## config.mk

```make
export PLATFORM = sky130hd
export DESIGN_NAME = ps2_host_tx_flat
export DESIGN_NICKNAME = d
export VERILOG_FILES = /design/src/rtl/ps2_pkg.sv /design/src/rtl/ps2_host_tx_if.sv /design/src/rtl/ps2_host_tx_line_sync.sv /design/src/rtl/ps2_host_tx.sv /design/src/flat_wrapper.sv
export SDC_FILE = /design/constraint.sdc
export NUM_CORES = 1
export LEC_CHECK = 0
export BUFFER_PORTS_ARGS = -buffer_cell sky130_fd_sc_hd__buf_4
export CAP_MARGIN = 10
export CORE_MARGIN = 1.5
export CORE_UTILIZATION = 50
export CTS_BUF_LIST = sky130_fd_sc_hd__clkbuf_4 sky130_fd_sc_hd__clkbuf_8 sky130_fd_sc_hd__clkbuf_16
export DETAILED_ROUTE_END_ITERATION = 8
export PLACE_DENSITY = 0.67
export SLEW_MARGIN = 5
export SYNTH_ARGS = -nofsm -noshare
export SYNTH_HDL_FRONTEND = slang
export SYNTH_HIERARCHICAL = 1
export SYNTH_SLANG_ARGS = --single-unit
```

## constraint.sdc

```tcl
create_clock -name clk -period 4.95 [get_ports clk]
set_clock_uncertainty 0.15 [all_clocks]
set_input_delay 0.7425 -clock clk [delete_from_list [all_inputs] [get_ports clk]]
set_output_delay 0.7425 -clock clk [all_outputs]
set_load 0.05 [all_outputs]
```

## src/rtl/ps2_pkg.sv

```systemverilog
`default_nettype none
// +--------------------------------------------------------------------+
// | ps2_pkg : shared PS/2 state encodings, frame size, command bytes   |
// | Rev 1.0                                                            |
// +--------------------------------------------------------------------+
package ps2_pkg;

    localparam int PS2_FRAME_BITS = 11;

    localparam logic [7:0] CMD_SET_LED = 8'hED;
    localparam logic [7:0] CMD_RESET   = 8'hFF;

    typedef enum logic [2:0] {
        S_IDLE    = 3'd0,
        S_INHIBIT = 3'd1,
        S_REQ     = 3'd2,
        S_SHIFT   = 3'd3,
        S_PAR     = 3'd4,
        S_STOP    = 3'd5,
        S_ACK_OK  = 3'd6,
        S_ACK_BAD = 3'd7
    } ps2_tx_state_e;

endpackage
`default_nettype wire

```

## src/rtl/ps2_host_tx_if.sv

```systemverilog
`default_nettype none
// +--------------------------------------------------------------------+
// | ps2_host_tx_if : command-byte handshake between a host and the     |
// | PS/2 transmitter.  Rev 1.0                                         |
// +--------------------------------------------------------------------+
interface ps2_host_tx_if;
    logic       tx_valid;
    logic [7:0] tx_data;
    logic       tx_ready;
    logic       tx_done;
    logic       tx_err;
    logic       busy;

    modport master (
        output tx_valid, tx_data,
        input  tx_ready, tx_done, tx_err, busy
    );

    modport slave (
        input  tx_valid, tx_data,
        output tx_ready, tx_done, tx_err, busy
    );
endinterface
`default_nettype wire

```

## src/rtl/ps2_host_tx_line_sync.sv

```systemverilog
`default_nettype none
// +--------------------------------------------------------------------+
// | ps2_line_sync : 2-FF synchronisers on PS/2 clock and data plus a   |
// | falling-edge detect on the clock.  Rev 1.0                         |
// +--------------------------------------------------------------------+
module ps2_line_sync (
    input  wire logic clk,
    input  wire logic resetn,
    input  wire logic clk_pin,
    input  wire logic data_pin,
    output logic      clk_s,
    output logic      data_s,
    output logic      fall
);

    logic [1:0] clk_ff;
    logic [1:0] data_ff;
    logic       clk_prev;

    // Idle PS/2 lines float high, so reset to 1 to avoid a phantom edge.
    always_ff @(posedge clk or negedge resetn) begin
        if (!resetn) begin
            clk_ff   <= 2'b11;
            data_ff  <= 2'b11;
            clk_prev <= 1'b1;
        end else begin
            clk_ff   <= {clk_ff[0], clk_pin};
            data_ff  <= {data_ff[0], data_pin};
            clk_prev <= clk_ff[1];
        end
    end

    assign clk_s  = clk_ff[1];
    assign data_s = data_ff[1];
    assign fall   = clk_prev & ~clk_ff[1];

endmodule
`default_nettype wire

```

## src/rtl/ps2_host_tx.sv

```systemverilog
`default_nettype none
// +--------------------------------------------------------------------+
// | ps2_host_tx : host-to-device PS/2 command transmitter with ACK.    |
// | Optional watchdog: define PS2_TX_TIMEOUT_EN.   Rev 1.0             |
// +--------------------------------------------------------------------+
module ps2_host_tx
    import ps2_pkg::*;
#(
    parameter int INHIBIT_CYCLES = 5000
`ifdef PS2_TX_TIMEOUT_EN
    ,
    parameter int TIMEOUT_CYCLES = 1000000
`endif
) (
    input  wire logic     clk,
    input  wire logic     resetn,
    ps2_host_tx_if.slave  tx,
    input  wire logic     ps2_clk_i,
    input  wire logic     ps2_data_i,
    output logic          ps2_clk_oe,
    output logic          ps2_data_oe
);

    localparam int INH_W = (INHIBIT_CYCLES > 1) ? $clog2(INHIBIT_CYCLES) : 1;
    localparam logic [INH_W-1:0] INH_LAST = INH_W'(INHIBIT_CYCLES - 1);

    ps2_tx_state_e    state, state_n;
    logic [INH_W-1:0] inh_cnt, inh_n;
    logic [2:0]       bit_cnt, bit_n;
    logic [7:0]       shreg, sh_n;
    logic             par, par_n;
    logic             data_q, dq_n;
    logic             done_pulse, err_pulse;
    logic             clk_s, data_s, fall;
    logic             inh_last;
    logic             timeout_hit;

    ps2_line_sync u_sync (
        .clk      (clk),
        .resetn   (resetn),
        .clk_pin  (ps2_clk_i),
        .data_pin (ps2_data_i),
        .clk_s    (clk_s),
        .data_s   (data_s),
        .fall     (fall)
    );

    assign inh_last = (inh_cnt == INH_LAST);

`ifdef PS2_TX_TIMEOUT_EN
    localparam int WD_W = $clog2(TIMEOUT_CYCLES + 1);
    logic [WD_W-1:0] wd_cnt;
    logic            in_dev_phase;

    assign in_dev_phase = (state != S_IDLE) && (state != S_INHIBIT);
    assign timeout_hit  = in_dev_phase && (wd_cnt == WD_W'(TIMEOUT_CYCLES));

    // Cleared outside device-clocked phases, so REQ entry starts from zero.
    always_ff @(posedge clk or negedge resetn) begin
        if (!resetn)
            wd_cnt <= '0;
        else if (!in_dev_phase || fall)
            wd_cnt <= '0;
        else
            wd_cnt <= wd_cnt + 1'b1;
    end
`else
    assign timeout_hit = 1'b0;
`endif

    always_ff @(posedge clk or negedge resetn) begin
        if (!resetn) begin
            state   <= S_IDLE;
            inh_cnt <= '0;
            bit_cnt <= '0;
            shreg   <= '0;
            par     <= 1'b0;
            data_q  <= 1'b0;
        end else begin
            state   <= state_n;
            inh_cnt <= inh_n;
            bit_cnt <= bit_n;
            shreg   <= sh_n;
            par     <= par_n;
            data_q  <= dq_n;
        end
    end

    always_comb begin
        state_n    = state;
        inh_n      = inh_cnt;
        bit_n      = bit_cnt;
        sh_n       = shreg;
        par_n      = par;
        dq_n       = data_q;
        done_pulse = 1'b0;
        err_pulse  = 1'b0;
        case (state)
            S_IDLE: begin
                if (tx.tx_valid) begin
                    state_n = S_INHIBIT;
                    sh_n    = tx.tx_data;
                    par_n   = ~^tx.tx_data;
                    bit_n   = '0;
                    inh_n   = '0;
                    dq_n    = 1'b0;
                end
            end
            S_INHIBIT: begin
                if (inh_last) begin
                    state_n = S_REQ;
                    dq_n    = 1'b1;
                end else begin
                    inh_n = inh_cnt + 1'b1;
                end
            end
            S_REQ: begin
                if (fall) begin
                    dq_n    = ~shreg[0];
                    state_n = S_SHIFT;
                end
            end
            S_SHIFT: begin
                if (fall) begin
                    if (bit_cnt == 3'd7) begin
                        dq_n    = ~par;
                        state_n = S_PAR;
                    end else begin
                        sh_n  = {1'b0, shreg[7:1]};
                        dq_n  = ~shreg[1];
                        bit_n = bit_cnt + 3'd1;
                    end
                end
            end
            S_PAR: begin
                if (fall) begin
                    dq_n    = 1'b0;
                    state_n = S_STOP;
                end
            end
            S_STOP: begin
                if (fall)
                    state_n = data_s ? S_ACK_BAD : S_ACK_OK;
            end
            S_ACK_OK: begin
                if (clk_s && data_s) begin
                    done_pulse = 1'b1;
                    state_n    = S_IDLE;
                end
            end
            S_ACK_BAD: begin
                if (clk_s && data_s) begin
                    err_pulse = 1'b1;
                    state_n   = S_IDLE;
                end
            end
            default: state_n = S_IDLE;
        endcase
        if (timeout_hit) begin
            done_pulse = 1'b0;
            err_pulse  = 1'b1;
            dq_n       = 1'b0;
            state_n    = S_IDLE;
        end
    end

    // Data pull-low starts in the last inhibit cycle and then follows data_q.
    assign ps2_data_oe = data_q | ((state == S_INHIBIT) && inh_last);
    assign ps2_clk_oe  = (state == S_INHIBIT);
    assign tx.tx_ready = (state == S_IDLE);
    assign tx.busy     = (state != S_IDLE);
    assign tx.tx_done  = done_pulse;
    assign tx.tx_err   = err_pulse;

endmodule
`default_nettype wire
```

## src/flat_wrapper.sv

```systemverilog
// flat-port wrapper written by rule: the top's interface ports become plain ports
module ps2_host_tx_flat import ps2_pkg::*;
#(
    parameter int INHIBIT_CYCLES = 5000

)
  (clk, resetn, ps2_clk_i, ps2_data_i, ps2_clk_oe, ps2_data_oe, tx_tx_valid, tx_tx_data, tx_tx_ready, tx_tx_done, tx_tx_err, tx_busy);
  ps2_host_tx_if tx_i ();
  input  wire logic clk;
  input  wire logic resetn;
  input  wire logic ps2_clk_i;
  input  wire logic ps2_data_i;
  output logic ps2_clk_oe;
  output logic ps2_data_oe;
  input wire logic [$bits(tx_i.tx_valid)-1:0] tx_tx_valid;
  input wire logic [$bits(tx_i.tx_data)-1:0] tx_tx_data;
  output wire logic [$bits(tx_i.tx_ready)-1:0] tx_tx_ready;
  output wire logic [$bits(tx_i.tx_done)-1:0] tx_tx_done;
  output wire logic [$bits(tx_i.tx_err)-1:0] tx_tx_err;
  output wire logic [$bits(tx_i.busy)-1:0] tx_busy;
  assign tx_i.tx_valid = tx_tx_valid;
  assign tx_i.tx_data = tx_tx_data;
  assign tx_tx_ready = tx_i.tx_ready;
  assign tx_tx_done = tx_i.tx_done;
  assign tx_tx_err = tx_i.tx_err;
  assign tx_busy = tx_i.busy;
  ps2_host_tx #(.INHIBIT_CYCLES(INHIBIT_CYCLES)) u_core (.clk(clk), .resetn(resetn), .tx(tx_i), .ps2_clk_i(ps2_clk_i), .ps2_data_i(ps2_data_i), .ps2_clk_oe(ps2_clk_oe), .ps2_data_oe(ps2_data_oe));
endmodule
```

==> results.txt <==
After synthesis the netlist holds a flip-flop and latch count of 34. The signal on the critical path passes through or3b_1, inv_1, a31o_2, buf_4. After the last flow step, the layout net total stands at 240. The number of cell rows is 22.

The number of cells on the critical path came out at 4. The effective utilization at floorplan came out at about 52%. The worst setup path is launched from a flop. The wire length of the first global-routing pass came out at 6820 µm. For this run, the leading register cell type out of synthesis is dfrtp_1. The via density per instance came out at between 5 and 6. The buffering stage count on the worst path with inverters included came out at 2. Once placement completed, the tool counted placed cells totaling ~270. The antenna diode count is 0. The setup slack of the worst register-to-register path came out at around 2300 ps.

The post-synthesis cell type count came out at 48. The cell count of the worst reg-to-reg path is 5. The biggest cell delay along the critical path is 630 ps. The total core area is around 3700 µm².

The library cells used most frequently in the layout, excluding fill and tap cells, are dfrtp_1 (29), nand2_1 (28), buf_4 (19). The pin count of the biggest net entering global routing is 35. The detail route stage leaves a number of antenna-violating nets equal to 0.

The count of final setup violators came out at 0. The clock period could shrink to approximately 3000 ps. The path with the worst hold slack has its endpoint at u_core/u_sync/data_ff[1]. The number of global-route vias before repair was 1,526. The area growth from synthesis to layout is 12.0%.

In this run, post-CTS repair resized a total of 0 instances. In this run the critical register-to-register path is launched from u_core/state[0]. The worst hold path begins at u_core/u_sync/data_ff[0].

The top-level I/O count is 19. The final standard cell count with taps included and fillers excluded came out at around 270. Yosys mapped a number of flops with a built-in enable equal to 0. The max-slew violation count is 0. The family with the most delay on the worst path is flip-flops. The first-pass detailed-route iteration total is 4. Setup repair after global routing left no endpoint under its margin. The instance count of the mapped netlist came out at 212. The top achievable clock speed came out at around 330 MHz. Global routing used a little over a fifth of the available tracks. The buffer cell driving the clock tree root is clkbuf_8. The count of unresolved DRC violations after routing is 0. In this run the worst path has a maximum fanout of 18. The clock-pin slew reported for the worst setup and hold paths after clock tree synthesis is 70 ps. The sequential standard cell area is ~860 µm².

The post-synthesis cell area is approximately 1900 µm². The count of hold-fix buffers inserted at cts came out at 0. The slowest stage of the critical path is the dfrtp_1 cell. TritonCTS built the clock tree.

The buffer depth of the longest clock path came out at 2. The routed length per instance is about 14 µm. The sequential element share of the synthesized area came out at around 45%. The clock insertion delay at the later pin of the skew report came out at 280 ps. Post-CTS timing repair inserted 0 buffers for setup. The endpoint identified for the worst register-to-register timing path is u_core/data_q. The iteration-0 DRC count of the detailed router is 200. In this run the tightest slew margin relative to its limit is ~40%. The overall die width is ~65 µm. The number of clock buffers inserted by TritonCTS is 5. The path class of the tightest hold or removal check is reg -> reg. The total area of multi-input combinational cells is ~940 µm². The overall power after layout came out at between 1 and 1.5 mW. After detailed routing, the total wire length is around 3900 µm. The analysis attributes to cell leakage a power of 0.920 nW.

Across the run, the number of max-cap violations was 0. The worst setup slack after placement came out at between 2000 and 2500 ps. The setup slack of the critical path after layout came out at between 1500 and 2000 ps. The power density over the cells came out at approximately 530 nW/µm². The area enclosed by the die boundary is 4180 µm². The die span in y came out at around 65 µm.

Setup total negative slack on the finished layout was measured at 0 ps. The wire-length estimate of the detail-placed layout is 2800 µm. The placer's final routability congestion estimate came out at about 0.82. The fill cell instance count of the final layout came out at between 300 and 400. The synthesized area divided by synthesized cell count is roughly 9 µm². The sink count of the clock tree came out at 34. The share of cells above drive strength 1 is between 10% and 20%.

The critical path capture point type is an output pin. The final hold violation count was 0. The worst supply voltage drop on vdd came out at approximately 0.0003 V. The final cycle utilization of the critical path is 60.8%. The via total after detailed routing came out at 1,588. The number of buffers inserted by port buffering is 18. The initial antenna violation count is 0. Data on the critical path is required at its endpoint by just over 4000 ps. The critical path is of the reg -> out type. The total overflow left after global routing is 0. The clock tree synthesis step divided the H-tree into 2 levels. The count of synthesis-stage warnings from yosys is 6. The run finished with clean final reports. The depth of the worst hold-timing path came out at 0.

The slew at the pin with the worst max-slew slack is roughly 900 ps. The fraction of registers with async set/reset came out at 100%. The launch point of the worst path is u_core/state[0]. The most common cell after layout, fill and taps aside is dfrtp_1. The number of nets produced by synthesis came out at between 200 and 250. STA puts the critical path data arrival time at ~2100 ps.
## worst max-delay path by stage
stage,to,slack [ps]
CTS,ps2_data_oe,1950
global route,ps2_data_oe,1790
detailed placement,ps2_data_oe,2270
global placement,ps2_data_oe,2350
floorplan,ps2_data_oe,2280
finish,ps2_data_oe,1940
## logic make-up after synthesis
family                     Yosys count  share of synthesized area, %
DFF                                 34                          45.1
muxes                                5                          2.76
and+or+nand+nor                     87                          23.6
adders and majority gates            3                          1.98
buffers and inverters               23                          5.40
xor gates and xnor gates             7                          3.23
AOI/OAI and AO/OA                   53                          18.0
## area by class of cell
| class | count | share of cell area (%) |
|---|---|---|
| repair buffers | 19 | 6.70 |
| clock buffers | 6 | 3.88 |
| flip-flops and latches | 34 | 40.2 |
| well taps | 48 | 2.82 |
| clock inverters | 2 | 0.588 |
| multi-input cells | 155 | 44.2 |
| inverters | 9 | 1.59 |
## sequential cells by signal (all words and copies together) (netlist names)
| register | count |
|---|---|
| u_core/inh_cnt | 13 |
| u_core/shreg | 8 |
| u_core/bit_cnt | 3 |
| u_core/state | 3 |
| u_core/u_sync/clk_ff | 2 |
| u_core/u_sync/data_ff | 2 |
| u_core/data_q | 1 |
| u_core/par | 1 |
| u_core/u_sync/clk_prev | 1 |
## power by group
part | leakage, nW | internal, mW | switching, mW
registers | 0.415 | 0.377 | 0.122
logic | 0.457 | 0.176 | 0.243
clock network | 0.0472 | 0.112 | 0.101
total | 0.920 | 0.664 | 0.466
## stage by stage
step	cell area [µm²]	utilization, %	hold WS (ps)
final	2130	58.2	206
after global routing	2130	58.2	213
after CTS	2130	58.2	208
after detailed placement	2030	55.6	198
after global placement	2030	55.6	196
after floorplan	1900	-	195
## cells in the mapped netlist (2+ instances only)
library cell	n	share of area, %
buf_6	2	1.2
nand4b_1	2	0.92
and3_1	6	2.0
a31oi_1	15	4.9
nor3_1	5	1.3
o21ai_0	11	2.9
ha_1	3	2.0
a21oi_1	9	2.4
a32oi_1	2	0.92
dfrtp_1	29	38
dfstp_2	5	6.9
or3_1	2	0.66
o21a_1	2	0.79
nand3b_1	2	0.79
nand2_1	28	5.5
a31o_2	2	0.92
a41oi_1	3	1.4
xnor2_1	6	2.8
mux2i_1	3	1.6
nand3_1	9	2.4
nand4_1	6	2.0
and2_1	2	0.66
nor2_1	15	3.0
inv_1	9	1.8
nor2b_1	2	0.66
clkbuf_1	10	2.0
## metal layers
layer	vias to the layer above	routed length, µm	global-route usage (%)
met5	-	0	0
met4	0	68	8.24
met3	8	107	5.56
met2	21	1970	35.2
met1	767	1750	26.0
li1	792	-	-
(Power assumes the default switching activity.)
